[src/rtl/irq_ctrl.sv]
// irq_ctrl - edge-triggered interrupt controller for the MIO bus.
//
// Rising edges on up to eight source lines become sticky pending bits. Pending
// bits are gated by a software mask to form a level INT and a priority-encoded
// source ID (bit 0 highest). A second edge on a still-pending source latches a
// sticky overflow bit.
//
// Optional build macro: IRQ_CTRL_SYNC_EN. When defined, each source passes
// through a 2-flop synchronizer (reset to 1), and edge-to-INT latency is 3
// cycles. When undefined, sources are used directly (1 cycle) and must already
// be synchronous to clk.
//
// Ports:
//   clk        peripheral clock (IO_clk)
//   rst        asynchronous active-high reset
//   irq_src    raw source lines [N_SRC-1:0]
//   reg_we     register write strobe
//   reg_addr   word index: 0 PEND (W1C), 1 MASK, 2 ID (RO), 3 SET / RAW
//   reg_wdata  write data
//   reg_rdata  combinational read data for reg_addr
//   INT        level interrupt to the CPU
//   irq_id     lowest active source index, 0 while INT is low

// Per-source cell: optional synchronizer, edge detect, pending and overflow.
module irq_ctrl_cell (
  input  logic clk,
  input  logic rst,
  input  logic raw,
  input  logic set_sw,
  input  logic clr_pend,
  input  logic clr_ovf,
  output logic s,
  output logic pend,
  output logic ovf
);
`ifdef IRQ_CTRL_SYNC_EN
  logic [1:0] sync;
  // Reset to 1 so a line already high at reset release is not seen as an edge.
  always_ff @(posedge clk or posedge rst)
    if (rst) sync <= 2'b11;
    else     sync <= {sync[0], raw};
  assign s = sync[1];
`else
  assign s = raw;
`endif

  logic prev;
  logic set;

  assign set = (s & ~prev) | set_sw;

  // Set beats a same-cycle clear. Overflow only counts when the existing pending
  // bit survives the cycle; a same-cycle W1C consumes it.
  always_ff @(posedge clk or posedge rst)
    if (rst) begin
      prev <= 1'b1;
      pend <= 1'b0;
      ovf  <= 1'b0;
    end else begin
      prev <= s;
      pend <= (pend & ~clr_pend) | set;
      ovf  <= (ovf & ~clr_ovf) | (set & pend & ~clr_pend);
    end
endmodule

module irq_ctrl #(
  parameter int N_SRC = 4
) (
  input  logic              clk,
  input  logic              rst,
  input  logic [N_SRC-1:0]  irq_src,
  input  logic              reg_we,
  input  logic [1:0]        reg_addr,
  input  logic [31:0]       reg_wdata,
  output logic [31:0]       reg_rdata,
  output logic              INT,
  output logic [2:0]        irq_id
);
  localparam logic [1:0] A_PEND = 2'd0, A_MASK = 2'd1, A_ID = 2'd2, A_SET = 2'd3;

  logic [N_SRC-1:0] s, pend, ovf, mask, act;
  logic [N_SRC-1:0] set_sw, clr_pend, clr_ovf;
  logic             we_pend, we_mask, we_set;
  logic             unused_wdata;

  assign we_pend  = reg_we && (reg_addr == A_PEND);
  assign we_mask  = reg_we && (reg_addr == A_MASK);
  assign we_set   = reg_we && (reg_addr == A_SET);

  assign clr_pend = we_pend ? reg_wdata[N_SRC-1:0]   : '0;
  assign clr_ovf  = we_pend ? reg_wdata[8 +: N_SRC]  : '0;
  assign set_sw   = we_set  ? reg_wdata[N_SRC-1:0]   : '0;

  // Bits outside the implemented sources are deliberately ignored.
  assign unused_wdata = ^reg_wdata;

  irq_ctrl_cell u_cell [N_SRC-1:0] (
    .clk      (clk),
    .rst      (rst),
    .raw      (irq_src),
    .set_sw   (set_sw),
    .clr_pend (clr_pend),
    .clr_ovf  (clr_ovf),
    .s        (s),
    .pend     (pend),
    .ovf      (ovf)
  );

  always_ff @(posedge clk or posedge rst)
    if (rst)          mask <= '0;
    else if (we_mask) mask <= reg_wdata[N_SRC-1:0];

  assign act = pend & mask;
  assign INT = |act;

  // Scan from the top down so the lowest active index wins.
  always_comb begin
    irq_id = 3'd0;
    for (int i = N_SRC-1; i >= 0; i--)
      if (act[i]) irq_id = 3'(i);
  end

  // Zero-extend the per-source vectors to the 8-bit register fields.
  logic [7:0] pend8, ovf8, mask8, s8;
  always_comb begin
    pend8 = '0; ovf8 = '0; mask8 = '0; s8 = '0;
    pend8[N_SRC-1:0] = pend;
    ovf8[N_SRC-1:0]  = ovf;
    mask8[N_SRC-1:0] = mask;
    s8[N_SRC-1:0]    = s;
  end

  always_comb begin
    reg_rdata = '0;
    case (reg_addr)
      A_PEND:  reg_rdata = {16'b0, ovf8, pend8};
      A_MASK:  reg_rdata = {24'b0, mask8};
      A_ID:    reg_rdata = {INT, 28'b0, irq_id};
      default: reg_rdata = {24'b0, s8};
    endcase
  end
endmodule
[config.mk]
export PLATFORM = sky130hd
export DESIGN_NAME = irq_ctrl
export DESIGN_NICKNAME = d
export VERILOG_FILES = /design/src/rtl/irq_ctrl.sv
export SDC_FILE = /design/constraint.sdc
export NUM_CORES = 1
export LEC_CHECK = 0
export BUFFER_PORTS_ARGS = -buffer_cell sky130_fd_sc_hd__buf_2
export CAP_MARGIN = 25
export CELL_PAD_IN_SITES_DETAIL_PLACEMENT = 0
export CELL_PAD_IN_SITES_GLOBAL_PLACEMENT = 2
export CORE_MARGIN = 5
export CORE_UTILIZATION = 22
export CTS_CLUSTER_DIAMETER = 80
export CTS_CLUSTER_SIZE = 10
export DETAILED_ROUTE_END_ITERATION = 6
export PLACE_DENSITY = 0.82
export REMOVE_ABC_BUFFERS = 1
export SYNTH_ARGS = -nofsm -noshare
export SYNTH_HDL_FRONTEND = slang
export SYNTH_SLANG_ARGS = --single-unit
[constraint.sdc]
create_clock -name clk -period 3.5 [get_ports clk]
set_input_delay 0.7 -clock clk [delete_from_list [all_inputs] [get_ports clk]]
set_output_delay 0.7 -clock clk [all_outputs]
set_load 0.03 [all_outputs]
==> summary.md, run 1 <==
| Metric | Value |
|---|---|
| Yosys top cell area share | between 20 and 30% |
| Cts bufs inserted | 3 |
| Gr usage total | around 7.9% |
| Count of flip-flops with a built-in enable after synthesis | 0 |
| Post-layout util | 26.54% |
| Boundary Pins | 77 |
| Antenna diodes | 0 |
| RSZ-0062 raised after global routing | no |
| Startpoint types | register |
| RR Endpoint | u_cell[2].ovf |
| CP Max Fanout | 4 |
| Maximum vdd drop | 0.1656 mV |
| Reg2reg setup slack | 2.53 ns |
| Vias per inst | between 4 and 5 |
| Slowest CP cell | mux4_2 |
| Total Wirelength | between 2 and 2.5 mm |
| Status | finished clean |
| Final hold violations | 0 |
| Clk_skew | slightly below 0.0007 ns |
| CTS max path bufs | 2 |
| Design area | 1164 um^2 |
| Root Driver | clkbuf_8 |
| IO buf count | 28 |
| Initial DRT Pass Iterations | 4 |
| Syn-to-layout area delta | 15.67% |
| Mapped Cells | 106 |
| F_max | roughly 0.41 GHz |
| Slew HR | 59.08% |
| Sw Ratio | 35.58% |
| Starting DRC count in detailed routing | 33 |
| Hold path depth | 1 |
| Wirelength per Cell | about 13 um |
| Pwr Total | 0.5622 mW |
| Synth Flop Type | dfrtp_1 |
| Synth top area cells | dfrtp_1 (30%), buf_4 (18%), dfstp_2 (10%) |
| Critical path class | register to output port |
| Placed cell area | 1109 um^2 |
| Flops & latches, synth | 16 |
| Top cells by count, synth | buf_4 (24), nand2_1 (15), dfrtp_1 (12), o21ai_0 (7), a21oi_1 (5) |
| CP endpoint kind | output port |
| Resize count post-CTS | 0 |
| P_int | 0.3622 mW |
| Min-delay src | u_cell[0].ovf |
| Seq/Total Area, Yosys | 40.30% |
| Dpl ws | 1.147 ns |
| Gpl congestion | 0.7045 |
| GR Layer Usage met2 | 11.85% |
| P_sw | 0.2000 mW |
| Initial antenna violation count | 0 |
| Cell Count, Final, Fillers Out | 187 |
| Initial Util | between 20% and 30% |
| # hold bufs at CTS | 0 |
| Slew Limit Fails | 0 |
| Leak | 0.5496 nW |
| Worst Hold End | u_cell[0].ovf |
| Final Net Count | 177 |
| Synth area leader | dfrtp_1 |
| # Post-CTS Setup Buffers | 0 |
| Final worst slack | 1.081 ns |
| Clk slew on worst S/H paths | 0.06 ns |
| Die area | 6025 um^2 |
| Final setup vio count | 0 |
| Crit-path cells | a22oi_2, and3b_1, mux4_2, buf_2 |
| Most common cell in the netlist | buf_4 |
| Synth async-reset ratio | 100.0% |
| Post-route DRC | 0 |
| Grt met3 use | under 10% |
| Final HPWL DP | 1.986 mm |
| H-tree levels | 1 |
| CTS tree | yes |
| Reg power frac | about two fifths |
| Vias | about 760 |
| Comb power frac | 31.7% |
| Fin Setup TNS | 0 ns |
| Cell Area, Synth | 1006 um^2 |
| Clock network latency to the later pin of the worst-skew pair | 0.25 ns |
| Core area | 4384 um^2 |
| Period utilization | 69.10% |
| Met1 GRT Util | 10.53% |
| Clk pwr share | 28.3% |
| Syn_area_per_cell | 9.490 um^2 |
| Worst-case hold slack | 0.4884 ns |
| Arrival time worst endpoint | 1.72 ns |
| GRT overflow | 0 |
| Max_cap viols | 0 |
| Clock sink count | 16 |
| Min Clock Period, post-route | 2.419 ns |
| R2R cell count | 3 |
| P per Cell Area | 483.1 nW/um^2 |
| CP max stage delay | between 0.4 and 0.5 ns |
| Post-Place Cells | 183 |
| Layout cells sized above 1 | 31.85% |
| Die width | 77.62 um |
| First-pass GRT wire length | between 3 and 4 mm |
| Yosys warnings | 0 |
| Yosys cell types | 26 |
| Die H | 77.62 um |
| Largest net degree at the start of global routing | 17 |
| Post-DRT Antenna Nets | 0 |
| Vias in the first global route | 803 |
| Worst Hold Class | register to register |
| R2R Path Start | u_cell[2].prev |
| WP data required | about 2.8 ns |
| Slew @ Worst Pin | just over 0.6 ns |
| Grt peak-use layer | met2 |
| Row count | 24 |
[per-layer routing]
layer,vias to the layer above,part of all wire (%)
li1,371,-
met4,0,0.89
met5,-,0
met2,39,45
met3,2,8.9
met1,349,45
[power by group through the flow]
stage          sequential (mW)  combinational, mW  clock, mW
5_1_grt                  0.229              0.193      0.173
6_report                 0.225              0.178      0.159
3_3_place_gp             0.227              0.176          0
3_5_place_dp             0.228              0.179          0
4_1_cts                  0.225              0.180      0.168
2_1_floorplan            0.223              0.133          0
[registers in the layout, summed over array words and instances (netlist names)]
register and flops:
mask 4, u_cell.prev 4, u_cell.ovf 4, u_cell.pend 4
[logic make-up (layout without fill, tap and decap cells)]
family / Yosys count / count (layout) / share of synthesized area [%]
compound gates: 19 / 19 / 12.31
other cells: 1 / 24 / 0.3728
flops: 16 / 16 / 40.30
mux: 8 / 8 / 9.701
buf+inv: 27 / 33 / 19.15
simple gates: 35 / 35 / 18.16
[final cells by class]
cell class                      instances  area [um^2]
Clock buffer                            4        55.05
Fill cell                             487         3221
Inverter                                1        3.754
Multi-Input combinational cell         86        494.2
Sequential cell                        16        405.4
Tap cell                               52        65.06
Timing Repair Buffer                   28        140.1
[worst max-delay path: cells and delay by family (launching register included)]
kind | cells | cell delay, ns
DFF | 1 | 0.41
AOI/OAI and AO/OA | 1 | 0.21
buffers and inverters | 1 | 0.19
and+or+nand+nor | 1 | 0.21
muxes | 1 | 0.45
[cell usage in the layout (no fill, tap or decap), types with 4 or more instances in the layout]
| master | Yosys | layout |
|---|---|---|
| nor2b_1 | 4 | 4 |
| conb_1 | 1 | 24 |
| o21ai_0 | 7 | 7 |
| dfrtp_1 | 12 | 12 |
| o2bb2ai_1 | 4 | 4 |
| buf_2 | 1 | 28 |
| mux2_2 | 4 | 4 |
| nand3_1 | 4 | 4 |
| dfstp_2 | 4 | 4 |
| nand2_1 | 15 | 15 |
| a21oi_1 | 5 | 5 |
| and2_1 | 4 | 4 |
| clkbuf_8 | 0 | 4 |
[worst max path at each step]
stage	cells past startpoint	from	endpoint
6_report	4	u_cell[2].pend	reg_rdata[1]
3_3_place_gp	3	reg_addr[1]	reg_rdata[1]
4_1_cts	4	u_cell[2].pend	reg_rdata[1]
5_1_grt	4	u_cell[2].pend	reg_rdata[1]
3_5_place_dp	3	reg_addr[1]	reg_rdata[1]
2_1_floorplan	2	reg_addr[0]	reg_rdata[0]
(Power assumes the default switching activity.)
==> run 2, diff against run 1 <==
- CORE_UTILIZATION: 22 -> 20
- PLACE_DENSITY: 0.82 -> 0.75
- clock period: 3.5 -> 2.45 ns (I/O delays scaled with it)
==> run 2 against run 1 <==
Net effect: wire length rose by 4.7%; sequential power rose by 44%; non-clock buffer count did not move; sequential share of layout area fell by 0.26 points; clock skew rose by 0.0027 ns; combinational power rose by 44%; power rose by 39%; flip-flop and latch count did not move; die area rose by 8.7%; cell count rose by 8.0%; hold slack got worse by 0.18 ns; largest cell class unchanged; largest power group unchanged.
==> summary.md, run 2 (same netlist as run 1, synthesis figures left out) <==
| Metric | Value |
|---|---|
| IO buf count | 28 |
| WP data required | between 1.5 and 2 ns |
| Largest net degree at the start of global routing | 17 |
| Status | finished clean |
| Period utilization | between 90 and 100% |
| CP endpoint kind | output port |
| Commonest non-fill, non-tap cell in the layout | buf_2 |
| Startpoint types | register |
| Min Clock Period, post-route | around 2.2 ns |
| Starting DRC count in detailed routing | 26 |
| First-pass GRT wire length | 3.953 mm |
| Die H | 80.92 um |
| F_max | 0.4509 GHz |
| Cell Count, Final, Fillers Out | 202 |
| Resize count post-CTS | 0 |
| Initial antenna violation count | 0 |
| Slew @ Worst Pin | 0.6332 ns |
| Cts bufs inserted | 3 |
| Most frequent cells in the layout | buf_2 (28), conb_1 (24), nand2_1 (15) |
| Slew Limit Fails | 0 |
| Fill count | 545 |
| Arrival time worst endpoint | 1.73 ns |
| # Post-CTS Setup Buffers | 0 |
| Maximum vdd drop | around 0.38 mV |
| Post-route DRC | 0 |
| Layout cells sized above 1 | 31.11% |
| CTS max path bufs | 2 |
| Final HPWL DP | about 2 mm |
| Die width | 80.92 um |
| Vias | 767 |
| Initial DRT Pass Iterations | 4 |
| Final Net Count | 177 |
| GR Layer Usage met2 | between 10% and 20% |
| Max_cap viols | 0 |
| Clock network latency to the later pin of the worst-skew pair | 0.25 ns |
| Syn-to-layout area delta | 16.54% |
| Initial Util | a little over a fifth |
| P per Cell Area | 667.7 nW/um^2 |
| Die area | 6548 um^2 |
| Vias in the first global route | 807 |
| # hold bufs at CTS | 0 |
| Core area | a little under 5000 um^2 |
| Post-Place Cells | 198 |
| Gpl congestion | 0.7482 |
| Clk slew on worst S/H paths | 0.06 ns |
| H-tree levels | 1 |
| Worst-case hold slack | 0.3108 ns |
| Critical path class | register to output port |
| Antenna diodes | 0 |
| Post-DRT Antenna Nets | 0 |
| Slew HR | 57.74% |
| Met1 GRT Util | 10.85% |
| Boundary Pins | 77 |
| Clock sink count | 16 |
| Gr usage total | under 10% |
| Row count | 25 |
| CTS tree | yes |
| Leak | 0.5436 nW |
| Clk_skew | 0.003383 ns |
| Grt met3 use | 3.326% |
| RSZ-0062 raised after global routing | no |
| CP Max Fanout | 4 |
| Vias per inst | between 3 and 4 |
| Fin Setup TNS | 0 ns |
| Wirelength per Cell | 12.28 um |
| Final setup vio count | 0 |
| Total Wirelength | 2.481 mm |
| Final hold violations | 0 |
| Root Driver | clkbuf_8 |
| Worst Hold Class | input pin to async pin |
| Grt peak-use layer | met2 |
| GRT overflow | 0 |
[run 2: final timing paths]
check | endpoint | slack, ns | startpoint | cells after the start
max | reg_rdata[1] | 0.23 | u_cell[2].pend | 4
min | u_cell[3].ovf | 0.31 | rst | 2
max reg2reg | u_cell[2].ovf | 1.50 | u_cell[2].prev | 3
min reg2reg | u_cell[0].ovf | 0.48 | u_cell[0].ovf | 1
max in group asynchronous | mask[0] | 1.73 | rst | 2
min in group clk | u_cell[1].prev | 0.35 | irq_src[1] | 1
[run 2: area by class of cell]
class | count | area, um^2 | share of cell area [%]
flip-flops and latches | 16 | 405.4 | 34.58
clock buffers | 4 | 45.04 | 3.842
repair buffers | 28 | 140.1 | 11.95
multi-input cells | 86 | 494.2 | 42.16
inverters | 1 | 3.754 | 0.3202
well taps | 67 | 83.83 | 7.151
[run 2: routing by layer]
layer	share of wire, %	up-vias
li1	-	372
met4	0.40	0
met5	0	-
met2	41	45
met1	47	348
met3	12	2
[run 2: power by group]
part / internal, mW / switching [mW]
combinational: 0.0783 / 0.177
clock: 0.115 / 0.0894
sequential: 0.297 / 0.0259
total: 0.490 / 0.293
[run 2: metrics by stage]
step | power, mW | util (%) | cell area [um^2] | setup slack (ns)
floorplan | 0.5086 | - | 903.4 | 0.5001
finish | 0.7828 | 24.34 | 1172 | 0.2320
CTS | 0.7934 | 24.34 | 1172 | 0.2208
global route | 0.8308 | 24.34 | 1172 | 0.1426
global placement | 0.5771 | 23.40 | 1127 | 0.5030
detailed placement | 0.5831 | 23.40 | 1127 | 0.5081
[run 2: critical path, stage by stage (launching register included)]
cell and delay [ns]:
dfrtp_1 0.42, a22oi_2 0.21, and3b_1 0.21, mux4_2 0.44, buf_2 0.19
==> run 3, diff against run 2 <==
- SETUP_SLACK_MARGIN: unset -> 0.5
==> run 3 against run 2 <==
Net effect: clock power about the same; core utilization rose by 1.0 points; maximum frequency is 3.1% higher; power grew 4.0%; register-to-register slack about the same; die area stayed put; flip-flop and latch count is the same; largest cell class unchanged; global-route usage up 0.21 points.
==> summary.md, run 3 (same netlist as run 1, synthesis figures left out) <==
| Metric | Value |
|---|---|
| Status | finished clean |
| Placed cell area | 1127 um^2 |
| Post-DRT Antenna Nets | 0 |
| Post-route DRC | 0 |
| Max_cap viols | 0 |
| Critical path class | register to output port |
| GRT overflow | 0 |
| Min Clock Period, post-route | 2.151 ns |
| Commonest non-fill, non-tap cell in the layout | buf_2 |
| Final Net Count | 181 |
| Register Area | a little over 400 um^2 |
| Clk_skew | 0.001171 ns |
| Cell Count, Final, Fillers Out | roughly 210 |
| Design area | around 1200 um^2 |
| Fin Setup TNS | 0 ns |
| IO buf count | 28 |
| CTS max path bufs | 2 |
| Pwr Total | 0.8144 mW |
| Starting DRC count in detailed routing | 9 |
| RSZ-0062 raised after global routing | yes |
| H-tree levels | 1 |
| Maximum vdd drop | ~0.38 mV |
| Vias in the first global route | between 800 and 900 |
| Gpl congestion | 0.7482 |
| Antenna diodes | 0 |
| Multi-input logic area | 501.7 um^2 |
| Layout cells sized above 1 | between 30 and 40% |
| Post-Place Cells | a little under 200 |
| Period utilization | about 90% |
| Slew Limit Fails | 0 |
| CP max stage delay | 0.46 ns |
| Total Wirelength | 2.587 mm |
| Slowest CP cell | mux4_2 |
| Vias | 792 |
| Slew HR | 56.61% |
| Startpoint types | register |
| Initial Util | 20.88% |
| Root Driver | clkbuf_8 |
| Cell family with most CP delay | multiplexers |
| Clock network latency to the later pin of the worst-skew pair | 0.25 ns |
| CP endpoint kind | output port |
| Fill count | 545 |
| Most frequent cells in the layout | buf_2 (25), conb_1 (24), nand2_1 (15) |
| Vias per inst | slightly below 4 |
| Die area | around 6500 um^2 |
| Clock sink count | 16 |
| P per Cell Area | 666.9 nW/um^2 |
| Final hold violations | 0 |
| Syn-to-layout area delta | 21.39% |
| Slew @ Worst Pin | 0.6501 ns |
| Post-layout util | between 20% and 30% |
| Leak | 0.5661 nW |
| Initial DRT Pass Iterations | 3 |
| Initial antenna violation count | 0 |
| Die H | a little over 80 um |
| Die width | slightly above 80 um |
| F_max | 0.4648 GHz |
| Crit. Startpoint | mask[2] |
| Core area | between 4000 and 5000 um^2 |
| Wirelength per Cell | roughly 13 um |
| Cts bufs inserted | 3 |
| Crit-path cells | a22oi_2, and3b_1, mux4_2, buf_6 |
| R2R Path Start | u_cell[2].prev |
| Reg2reg setup slack | 1.50 ns |
| Gr usage total | under 10% |
| CTS tree | yes |
| Largest net degree at the start of global routing | 17 |
| Row count | 25 |
| First-pass GRT wire length | 4.050 mm |
| WP data required | 1.96 ns |
| Boundary Pins | 77 |
| Arrival time worst endpoint | 1.66 ns |
| Final setup vio count | 0 |
| Final HPWL DP | 2.038 mm |
| Clk slew on worst S/H paths | 0.06 ns |
| Worst path bufs/invs | 1 |
| CP Max Fanout | 2 |
| Worst Hold Class | input pin to async pin |
run 3: cell types whose count changed in the layout (fill, tap and decap cells not counted):
| cell | previous run | this run |
|---|---|---|
| buf_2 | 28 | 25 |
| o21ai_1 | 0 | 1 |
| buf_6 | 0 | 1 |
| a32oi_1 | 1 | 0 |
| buf_4 | 0 | 6 |
| o21ai_0 | 7 | 6 |
| a32oi_2 | 0 | 1 |
run 3: worst reg2reg max path, cell delays in order (launching register included):
cell       delay [ns]
dfstp_2          0.52
nor2b_1          0.04
a21oi_1          0.18
o2bb2ai_1        0.09
run 3: final timing paths:
check,end,depth (start not counted)
worst max-delay path,reg_rdata[1],4
worst min-delay path,u_cell[3].ovf,2
worst max register to register,u_cell[2].ovf,3
worst min register to register,u_cell[0].ovf,1
max in group asynchronous,mask[3],2
min in group clk,u_cell[1].prev,1
run 3: final cells by class:
type	instances	area share, %
Inverter	1	0.3074
Tap cell	67	6.865
Timing Repair Buffer	32	14.86
Sequential cell	16	33.20
Clock buffer	4	3.689
Multi-Input combinational cell	86	41.09
run 3: power breakdown:
group	internal (mW)	switching, mW	leakage, nW
registers	0.297	0.0243	0.167
clock network	0.115	0.0908	0.0228
logic	0.100	0.187	0.377
run 3: what timing repair did:
item | in CTS | in global routing
endpoints found under the setup margin | 1 | 3
pin swaps | 1 | 0
resized for setup | 2 | 5
buffers inserted | 4 | 0
hold buffers | 0 | 0
run 3: metal layers:
layer  GRT usage (%)  wire, um
met3           3.215       282
met1           11.52      1245
met4           1.014        10
met5               0         0
met2           11.25      1049
run 3: metrics by stage:
stage               hold WS (ns)  setup WS (ns)
finish                    0.3156         0.2985
CTS                       0.3304         0.2941
global placement          0.4696         0.5030
global route              0.3514         0.2335
detailed placement        0.4689         0.5081
floorplan                 0.4009         0.5001
